$ cat config.mk
export PLATFORM = sky130hd
export DESIGN_NAME = cpu_control_fsm_flat
export DESIGN_NICKNAME = d
export VERILOG_FILES = /design/src/rtl/cpu_control_fsm_pkg.sv /design/src/rtl/cpu_control_fsm_if.sv /design/src/rtl/cpu_control_fsm_decoder.sv /design/src/rtl/cpu_control_fsm.sv /design/src/flat_wrapper.sv
export SDC_FILE = /design/constraint.sdc
export NUM_CORES = 1
export LEC_CHECK = 0
export ABC_AREA = 1
export BUFFER_PORTS_ARGS = -buffer_cell sky130_fd_sc_hd__clkbuf_2
export CAP_MARGIN = 40
export CORE_MARGIN = 4
export CORE_UTILIZATION = 45
export CTS_CLUSTER_DIAMETER = 120
export DETAILED_ROUTE_END_ITERATION = 10
export GPL_ROUTABILITY_DRIVEN = 1
export HOLD_SLACK_MARGIN = 0.02
export PLACE_DENSITY = 0.81
export REMOVE_ABC_BUFFERS = 1
export SYNTH_ARGS = -nofsm -noshare
export SYNTH_HDL_FRONTEND = slang
export SYNTH_SLANG_ARGS = --single-unit
$ cat constraint.sdc
create_clock -name clk -period 1.9 [get_ports clk]
set_input_delay 0.095 -clock clk [delete_from_list [all_inputs] [get_ports clk]]
set_output_delay 0.095 -clock clk [all_outputs]
set_load 0.01 [all_outputs]
$ cat src/rtl/cpu_control_fsm_pkg.sv
// Shared types and constants for the multi-cycle CPU control unit:
// state encoding, instruction classes, opcode/ext fields, condition codes
// and flag bit positions.
package cpu_pkg;

  // Control FSM states; the numeric values are visible on state_dbg.
  typedef enum logic [2:0] {
    S_FETCH   = 3'd0,
    S_DECODE  = 3'd1,
    S_EXEC    = 3'd2,
    S_LD_WAIT = 3'd3,
    S_LD_WB   = 3'd4
  } state_t;

  // Instruction classes produced by the decoder.
  typedef enum logic [2:0] {
    CLS_ALU_R = 3'd0,  // register ALU op, result written to rd
    CLS_ALU_I = 3'd1,  // immediate ALU op, result written to rd
    CLS_CMP   = 3'd2,  // register compare, flags only
    CLS_CMPI  = 3'd3,  // immediate compare, flags only
    CLS_LOAD  = 3'd4,  // rd <= mem[rs]
    CLS_STOR  = 3'd5,  // mem[rs] <= rd
    CLS_BCOND = 3'd6,  // conditional PC-relative branch
    CLS_NOP   = 3'd7   // unrecognised encoding, no side effects
  } instr_class_t;

  // Opcode field values (IR[15:12]).
  localparam logic [3:0] OP_RTYPE = 4'b0000;
  localparam logic [3:0] OP_LDST  = 4'b0100;
  localparam logic [3:0] OP_CMPI  = 4'b1011;
  localparam logic [3:0] OP_BCOND = 4'b1100;
  localparam logic [3:0] OP_RSV0  = 4'b1101;
  localparam logic [3:0] OP_RSV1  = 4'b1110;
  localparam logic [3:0] OP_RSV2  = 4'b1111;

  // Extension field values (IR[7:4]).
  localparam logic [3:0] EXT_CMP  = 4'b1011;
  localparam logic [3:0] EXT_LOAD = 4'b0000;
  localparam logic [3:0] EXT_STOR = 4'b0100;

  // Branch condition codes carried in the rd field of a Bcond.
  localparam logic [3:0] COND_EQ      = 4'b0000;
  localparam logic [3:0] COND_NE      = 4'b0001;
  localparam logic [3:0] COND_GT      = 4'b0110;
  localparam logic [3:0] COND_LE      = 4'b0111;
  localparam logic [3:0] COND_ALWAYS_DEFAULT = 4'b1110;

  // Bit positions inside the {C,L,F,Z,N} flag vector.
  localparam int FLAG_N = 0;
  localparam int FLAG_Z = 1;
  localparam int FLAG_F = 2;
  localparam int FLAG_L = 3;
  localparam int FLAG_C = 4;

  // Sign-extend an 8-bit branch displacement to 16 bits.
  function automatic logic [15:0] sext8(input logic [7:0] disp);
    return {{8{disp[7]}}, disp};
  endfunction

endpackage

$ cat src/rtl/cpu_control_fsm_if.sv
// Bundle of memory and datapath control signals between the control unit
// (master) and the datapath/memory side (slave).
//
// Timing contract: every output of the master is a Moore function of the
// control state and IR, stable for the whole cycle; mem_rdata is valid in
// the cycle after the address is presented, and flags reflect the datapath
// flag register as of the current cycle.
interface cpu_control_fsm_if;
  import cpu_pkg::*;

  logic [15:0] mem_rdata;
  logic [4:0]  flags;
  logic [15:0] RegEnable;
  logic [3:0]  MuxControlA;
  logic [3:0]  MuxControlB;
  logic        MuxControlC;
  logic [15:0] AluControl;
  logic        FlagEnable;
  logic        ld_sel;
  logic        mem_addr_sel;
  logic        mem_we;
  logic [15:0] pc;
  logic [2:0]  state_dbg;

  modport master (
    input  mem_rdata, flags,
    output RegEnable, MuxControlA, MuxControlB, MuxControlC, AluControl,
           FlagEnable, ld_sel, mem_addr_sel, mem_we, pc, state_dbg
  );

  modport slave (
    output mem_rdata, flags,
    input  RegEnable, MuxControlA, MuxControlB, MuxControlC, AluControl,
           FlagEnable, ld_sel, mem_addr_sel, mem_we, pc, state_dbg
  );
endinterface

$ cat src/rtl/cpu_control_fsm_decoder.sv
// Combinational instruction decoder: classifies IR, extracts register
// fields and evaluates whether a Bcond is taken against the current flags.
module instr_decoder
  import cpu_pkg::*;
#(
  parameter logic [3:0] COND_ALWAYS = COND_ALWAYS_DEFAULT
) (
  input  logic [15:0]  ir,
  input  logic [4:0]   flags,
  output instr_class_t instrClass,
  output logic [3:0]   rd,
  output logic [3:0]   rs,
  output logic         branchTaken
);

  logic [3:0] op;
  logic [3:0] ext;

  assign op  = ir[15:12];
  assign rd  = ir[11:8];
  assign ext = ir[7:4];
  assign rs  = ir[3:0];

  // Map the opcode/ext pair onto one instruction class.
  always_comb begin
    instrClass = CLS_ALU_I;
    case (op)
      OP_RTYPE: instrClass = (ext == EXT_CMP) ? CLS_CMP : CLS_ALU_R;
      OP_CMPI:  instrClass = CLS_CMPI;
      OP_BCOND: instrClass = CLS_BCOND;
      OP_LDST: begin
        if (ext == EXT_LOAD)      instrClass = CLS_LOAD;
        else if (ext == EXT_STOR) instrClass = CLS_STOR;
        else                      instrClass = CLS_NOP;
      end
      OP_RSV0, OP_RSV1, OP_RSV2: instrClass = CLS_NOP;
      default:  instrClass = CLS_ALU_I;
    endcase
  end

  // Branch condition lives in the rd field; unknown codes fall through.
  always_comb begin
    branchTaken = 1'b0;
    if (rd == COND_ALWAYS) begin
      branchTaken = 1'b1;
    end else begin
      case (rd)
        COND_EQ: branchTaken = flags[FLAG_Z];
        COND_NE: branchTaken = ~flags[FLAG_Z];
        COND_GT: branchTaken = flags[FLAG_N];
        COND_LE: branchTaken = ~flags[FLAG_N];
        default: branchTaken = 1'b0;
      endcase
    end
  end

endmodule

$ cat src/rtl/cpu_control_fsm.sv
// Multi-cycle control unit: FETCH -> DECODE -> EXEC (-> LD_WAIT -> LD_WB).
// Owns IR and PC and drives the datapath control lines as a Moore function
// of the current state and IR.
module cpu_control_fsm
  import cpu_pkg::*;
#(
  parameter logic [15:0] PC_RESET    = 16'h0000,
  parameter logic [3:0]  COND_ALWAYS = 4'b1110
) (
  input logic              clk,
  input logic              reset,
  cpu_control_fsm_if.master bus
);

  state_t       state;
  state_t       stateNext;
  logic [15:0]  ir;
  logic [15:0]  pc;
  instr_class_t instrClass;
  logic [3:0]   rd;
  logic [3:0]   rs;
  logic         branchTaken;

  logic [15:0]  regEnableRaw;
  logic [3:0]   muxA;
  logic [3:0]   muxB;
  logic         muxC;
  logic [15:0]  aluCtl;
  logic         flagEn;
  logic         ldSel;
  logic         addrSel;
  logic         memWeRaw;

  instr_decoder #(.COND_ALWAYS(COND_ALWAYS)) u_decoder (
    .ir          (ir),
    .flags       (bus.flags),
    .instrClass  (instrClass),
    .rd          (rd),
    .rs          (rs),
    .branchTaken (branchTaken)
  );

  // State register; reset always returns to FETCH.
  always_ff @(posedge clk) begin
    if (reset) state <= S_FETCH;
    else       state <= stateNext;
  end

  // Instruction register captures the fetched word at the end of DECODE.
  always_ff @(posedge clk) begin
    if (reset)                  ir <= 16'h0000;
    else if (state == S_DECODE) ir <= bus.mem_rdata;
  end

  // PC increments in DECODE; a taken branch rebases on the branch's own
  // address (pc - 1) plus the sign-extended displacement.
  always_ff @(posedge clk) begin
    if (reset) begin
      pc <= PC_RESET;
    end else if (state == S_DECODE) begin
      pc <= pc + 16'd1;
    end else if (state == S_EXEC && instrClass == CLS_BCOND && branchTaken) begin
      pc <= pc - 16'd1 + sext8(ir[7:0]);
    end
  end

  // Next-state and Moore control outputs decoded from state and IR.
  always_comb begin
    stateNext    = S_FETCH;
    regEnableRaw = 16'h0000;
    muxA         = 4'h0;
    muxB         = 4'h0;
    muxC         = 1'b0;
    aluCtl       = 16'h0000;
    flagEn       = 1'b0;
    ldSel        = 1'b0;
    addrSel      = 1'b0;
    memWeRaw     = 1'b0;
    case (state)
      S_FETCH:  stateNext = S_DECODE;
      S_DECODE: stateNext = S_EXEC;
      S_EXEC: begin
        stateNext = S_FETCH;
        case (instrClass)
          CLS_ALU_R, CLS_ALU_I, CLS_CMP, CLS_CMPI: begin
            muxA   = rd;
            muxB   = rs;
            muxC   = (instrClass == CLS_ALU_I) || (instrClass == CLS_CMPI);
            aluCtl = ir;
            flagEn = 1'b1;
            if (instrClass == CLS_ALU_R || instrClass == CLS_ALU_I)
              regEnableRaw = 16'h0001 << rd;
          end
          CLS_STOR: begin
            muxA     = rs;
            muxB     = rd;
            addrSel  = 1'b1;
            memWeRaw = 1'b1;
          end
          CLS_LOAD: begin
            muxA      = rs;
            addrSel   = 1'b1;
            stateNext = S_LD_WAIT;
          end
          default: ;
        endcase
      end
      S_LD_WAIT: begin
        muxA      = rs;
        addrSel   = 1'b1;
        stateNext = S_LD_WB;
      end
      S_LD_WB: begin
        ldSel        = 1'b1;
        regEnableRaw = 16'h0001 << rd;
      end
      default: stateNext = S_FETCH;
    endcase
  end

  // A reset arriving in any state suppresses the write strobes that cycle,
  // so an interrupted LOAD/STOR never commits.
  assign bus.RegEnable    = reset ? 16'h0000 : regEnableRaw;
  assign bus.mem_we       = reset ? 1'b0 : memWeRaw;
  assign bus.MuxControlA  = muxA;
  assign bus.MuxControlB  = muxB;
  assign bus.MuxControlC  = muxC;
  assign bus.AluControl   = aluCtl;
  assign bus.FlagEnable   = flagEn;
  assign bus.ld_sel       = ldSel;
  assign bus.mem_addr_sel = addrSel;
  assign bus.pc           = pc;
  assign bus.state_dbg    = state;

endmodule

$ cat src/flat_wrapper.sv
// flat-port wrapper written by rule: the top's interface ports become plain ports
module cpu_control_fsm_flat import cpu_pkg::*;
#(
  parameter logic [15:0] PC_RESET    = 16'h0000,
  parameter logic [3:0]  COND_ALWAYS = 4'b1110
)
  (clk, reset, bus_mem_rdata, bus_flags, bus_RegEnable, bus_MuxControlA, bus_MuxControlB, bus_MuxControlC, bus_AluControl, bus_FlagEnable, bus_ld_sel, bus_mem_addr_sel, bus_mem_we, bus_pc, bus_state_dbg);
  cpu_control_fsm_if bus_i ();
  input logic clk;
  input logic reset;
  input wire logic [$bits(bus_i.mem_rdata)-1:0] bus_mem_rdata;
  input wire logic [$bits(bus_i.flags)-1:0] bus_flags;
  output wire logic [$bits(bus_i.RegEnable)-1:0] bus_RegEnable;
  output wire logic [$bits(bus_i.MuxControlA)-1:0] bus_MuxControlA;
  output wire logic [$bits(bus_i.MuxControlB)-1:0] bus_MuxControlB;
  output wire logic [$bits(bus_i.MuxControlC)-1:0] bus_MuxControlC;
  output wire logic [$bits(bus_i.AluControl)-1:0] bus_AluControl;
  output wire logic [$bits(bus_i.FlagEnable)-1:0] bus_FlagEnable;
  output wire logic [$bits(bus_i.ld_sel)-1:0] bus_ld_sel;
  output wire logic [$bits(bus_i.mem_addr_sel)-1:0] bus_mem_addr_sel;
  output wire logic [$bits(bus_i.mem_we)-1:0] bus_mem_we;
  output wire logic [$bits(bus_i.pc)-1:0] bus_pc;
  output wire logic [$bits(bus_i.state_dbg)-1:0] bus_state_dbg;
  assign bus_i.mem_rdata = bus_mem_rdata;
  assign bus_i.flags = bus_flags;
  assign bus_RegEnable = bus_i.RegEnable;
  assign bus_MuxControlA = bus_i.MuxControlA;
  assign bus_MuxControlB = bus_i.MuxControlB;
  assign bus_MuxControlC = bus_i.MuxControlC;
  assign bus_AluControl = bus_i.AluControl;
  assign bus_FlagEnable = bus_i.FlagEnable;
  assign bus_ld_sel = bus_i.ld_sel;
  assign bus_mem_addr_sel = bus_i.mem_addr_sel;
  assign bus_mem_we = bus_i.mem_we;
  assign bus_pc = bus_i.pc;
  assign bus_state_dbg = bus_i.state_dbg;
  cpu_control_fsm #(.PC_RESET(PC_RESET), .COND_ALWAYS(COND_ALWAYS)) u_core (.clk(clk), .reset(reset), .bus(bus_i));
endmodule
==> flow_summary.ini <==
[yosys]
ys_types = 36
synth.ff_latch_count = 35
postSynthAreaPerCell_sq_um = 5.82
synth.yosys.warnings = 0
synth_area_leaders = sky130_fd_sc_hd__dfxtp_1, sky130_fd_sc_hd__nand2_1, sky130_fd_sc_hd__inv_1
synth.top_cell.area_share_pct = 19.8
synth_seq_area_share_pct = 19.8
post_synth_inst_count = 608
netlist_area_sq_um = 3540
yosysTopAreaCell = sky130_fd_sc_hd__dfxtp_1

[layout]
n_fill_cell = 571
postLayoutCellArea_sq_um = 5460
finish.cell_count_without_fillers = 866
area.growth.synth_to_final_pct = 54.3
design.final.nets = 818
post_route_cells_drive_above_1_share_pct = 44.8
diodes = 0
final_core_utilization_pct = 71.1

[floorplanning]
coreArea_sq_um = 7690
die_height_um = 96.7
num_rows = 32
dieArea_sq_um = 9350
top_level_ports = 87
floorplan.die.width_um = 96.7
initial_utilization_pct = 46.1

[placed_design]
buffer_ports.inserted = 83
place_ws_ns = -0.358
placed_cell_area_sq_um = 4510
gpl.final_weighted_congestion = 0.970
dpl.cell_count = 846
place_hpwl_mm = 9.01

[route]
routed_wl_mm = 14.8
final_antenna_net_count = 0
drtIter0Drc = 512
wirelength_met1_mm = 5.12
drt_pre_antenna_iters = 8
wl_per_cell_um = 17.1
route.met3.wl_mm = 1.44
route.detailed.drc = 0
via_count = 4955
post_drt_via_cell_ratio = 5.72
highest-signal-layer = met4
met2_layer_wire_length_in_the_routed_design_mm = 7.25

[global_route]
groute.usage.overall_pct = 24.7
grt_pass1_vias = 4492
initial_antenna_violation_count = 0
grt_start_max_net_pins = 35
grt_first_pass_wirelength_mm = 19.6
globalRoute.totalOverflow = 0

[status]
status = finished with violations
violations = setup timing

[cts]
cts_tree = yes
htree_num_levels = 2
cts_made_buffers = 5
cts_buffer_depth = 2
worst_skew_pair.late_latency_ns = 0.30
cts.clk_slew.worst_paths_ns = 0.08
clock_sinks = 35
cts_root_buf = sky130_fd_sc_hd__clkbuf_8

[setup_path]
critPathMaxFanout = 3
critical_path.startpoint_type = flop
arrival_ns = 2.29
cp.required_ns = 2.09
critPathKind = flop to flop
worstSetupEndpointType = flop
r2r_slack_ns = -0.20

[power]
combinationalPowerShare_pct = 74.9
power-per-cell-area_nw_per_um2 = 1100
power.share.clock_pct = 9.7
power.net_switching_mw = 3.03
total_leakage_power_nw = 2.82
internal_power_mw = 3.00
vdd.ir_drop.worst_uv = 674
netSwitchingFraction_pct = 50.2
power.share.sequential_pct = 15.5

[sta]
fin_crit_sh_pct = 111
period_minus_slack_ns = 2.10
final-hold-violation-count = 0
fin_worst_skew_ns = 0.0120
grt_setup_unrepaired = yes
achievable-frequency_mhz = 476
worst_hold_slack_ns = 0.0661
worst_slack_ns = -0.203
finalSetupViolations = 33
timing.slew.headroom_pct = 60.1
maxSlewViolCount = 0
worstMarginPinSlew_ns = 0.594

[min_path]
hold_path.class = primary input to flop

[job]
cap_violations = 0
-- worst paths after layout --
kind / start / to / cells past startpoint
setup / recovery: u_core.bus.pc[1]$_SDFFE_PP0P_ / u_core.bus.pc[9]$_SDFFE_PP0P_ / 16
hold / removal: reset / u_core.bus.pc[3]$_SDFFE_PP0P_ / 2
setup reg to reg: u_core.bus.pc[1]$_SDFFE_PP0P_ / u_core.bus.pc[9]$_SDFFE_PP0P_ / 16
hold reg to reg: u_core.ir[13]$_SDFFE_PP0P_ / u_core.ir[13]$_SDFFE_PP0P_ / 2
-- metrics by stage --
stage / power, mW / TNS (ns)
2_1_floorplan: 2.76 / -1.45
5_1_grt: 6.37 / -4.97
4_1_cts: 4.97 / -0.690
6_report: 6.03 / -2.31
3_5_place_dp: 3.83 / -2.79
3_3_place_gp: 3.72 / -1.97
-- power groups by stage --
stage	registers, mW	logic, mW	clock network (mW)
finish	0.932	4.51	0.583
global route	0.940	4.81	0.615
CTS	0.918	3.48	0.576
detailed placement	0.922	2.91	0
global placement	0.919	2.80	0
floorplan	0.983	1.77	0
-- cells in the mapped netlist, drive strengths merged --
cell type,count
nor2b,1
o21ai,41
a31oi,1
nand3,57
buf,6
nand3b,2
inv,119
fa,1
o22ai,1
o31ai,2
and2,2
a21oi,38
o211ai,1
nand4,10
dfxtp,35
nor3,4
or2,1
o21bai,4
nand2,151
ha,30
clkbuf,6
xor2,6
nor2,89
-- cell type report --
class / instances / area [sq um] / area share [%]
Sequential cell: 35 / 724 / 13.3
Tap cell: 102 / 128 / 2.34
Timing Repair Buffer: 161 / 1030 / 18.9
Clock buffer: 6 / 82.6 / 1.51
Inverter: 119 / 457 / 8.36
Multi-Input combinational cell: 442 / 3030 / 55.5
Clock inverter: 1 / 5.00 / 0.0916
-- layer usage --
layer | global-route usage, % | vias to the layer above
met2 | 44.1 | 347
met3 | 5.62 | 114
met5 | 0 | -
li1 | - | 2231
met4 | 13.0 | 0
met1 | 27.0 | 2263
-- layout by cell type (no fill, tap or decap), types with 16 or more instances in the layout --
cell type                  synthesis  routed
sky130_fd_sc_hd__a21oi_1          37      27
sky130_fd_sc_hd__buf_2             2      18
sky130_fd_sc_hd__buf_4             3      71
sky130_fd_sc_hd__clkbuf_2          0      64
sky130_fd_sc_hd__dfxtp_1          35      18
sky130_fd_sc_hd__dfxtp_2           0      16
sky130_fd_sc_hd__ha_4              0      22
sky130_fd_sc_hd__inv_1           116      91
sky130_fd_sc_hd__inv_2             3      26
sky130_fd_sc_hd__nand2_1         142     115
sky130_fd_sc_hd__nand2_2           3      19
sky130_fd_sc_hd__nand2_4           6      17
sky130_fd_sc_hd__nand3_1          56      40
sky130_fd_sc_hd__nor2_1           86      61
sky130_fd_sc_hd__nor2_2            1      16
sky130_fd_sc_hd__o21ai_0          39      34
-- flip-flops by register name (all words and copies together), names as in the netlist --
| signal | flops |
|---|---|
| u_core.bus.state_dbg | 3 |
| u_core.ir | 16 |
| u_core.bus.pc | 16 |
-- logic make-up (layout without fill, tap and decap cells) --
group / after synthesis / count (layout) / synth area share [%]
xor+xnor: 6 / 6 / 1.48
compound gates: 88 / 88 / 13.5
flops: 35 / 35 / 19.8
fa+ha+maj: 31 / 31 / 11.2
simple gates: 317 / 317 / 39.5
buf+inv: 131 / 287 / 14.5
-- what timing repair did --
item / in CTS / in global routing
endpoints found under the setup margin: 34 / 38
gates cloned: 0 / 0
hold buffers: 0 / 0
buffers inserted: 3 / 10
pin swaps: 20 / 36
endpoints found under the hold margin: 0 / 0
gates resized for setup: 85 / 133
-- critical path, stage by stage, from the launching register on --
cell and delay, ns:
sky130_fd_sc_hd__dfxtp_2 0.34, sky130_fd_sc_hd__inv_2 0.04, sky130_fd_sc_hd__ha_4 0.23, sky130_fd_sc_hd__inv_2 0.06
sky130_fd_sc_hd__ha_4 0.13, sky130_fd_sc_hd__inv_2 0.04, sky130_fd_sc_hd__fa_2 0.37, sky130_fd_sc_hd__inv_2 0.08
sky130_fd_sc_hd__nand3_2 0.08, sky130_fd_sc_hd__nand3_4 0.10, sky130_fd_sc_hd__nand2_2 0.07, sky130_fd_sc_hd__nand2_1 0.06
sky130_fd_sc_hd__nand2_1 0.06, sky130_fd_sc_hd__nand3_1 0.07, sky130_fd_sc_hd__nand2_1 0.05, sky130_fd_sc_hd__nor2_1 0.16
sky130_fd_sc_hd__nor2_1 0.07
No activity file was read; power rests on OpenSTA's default activity.
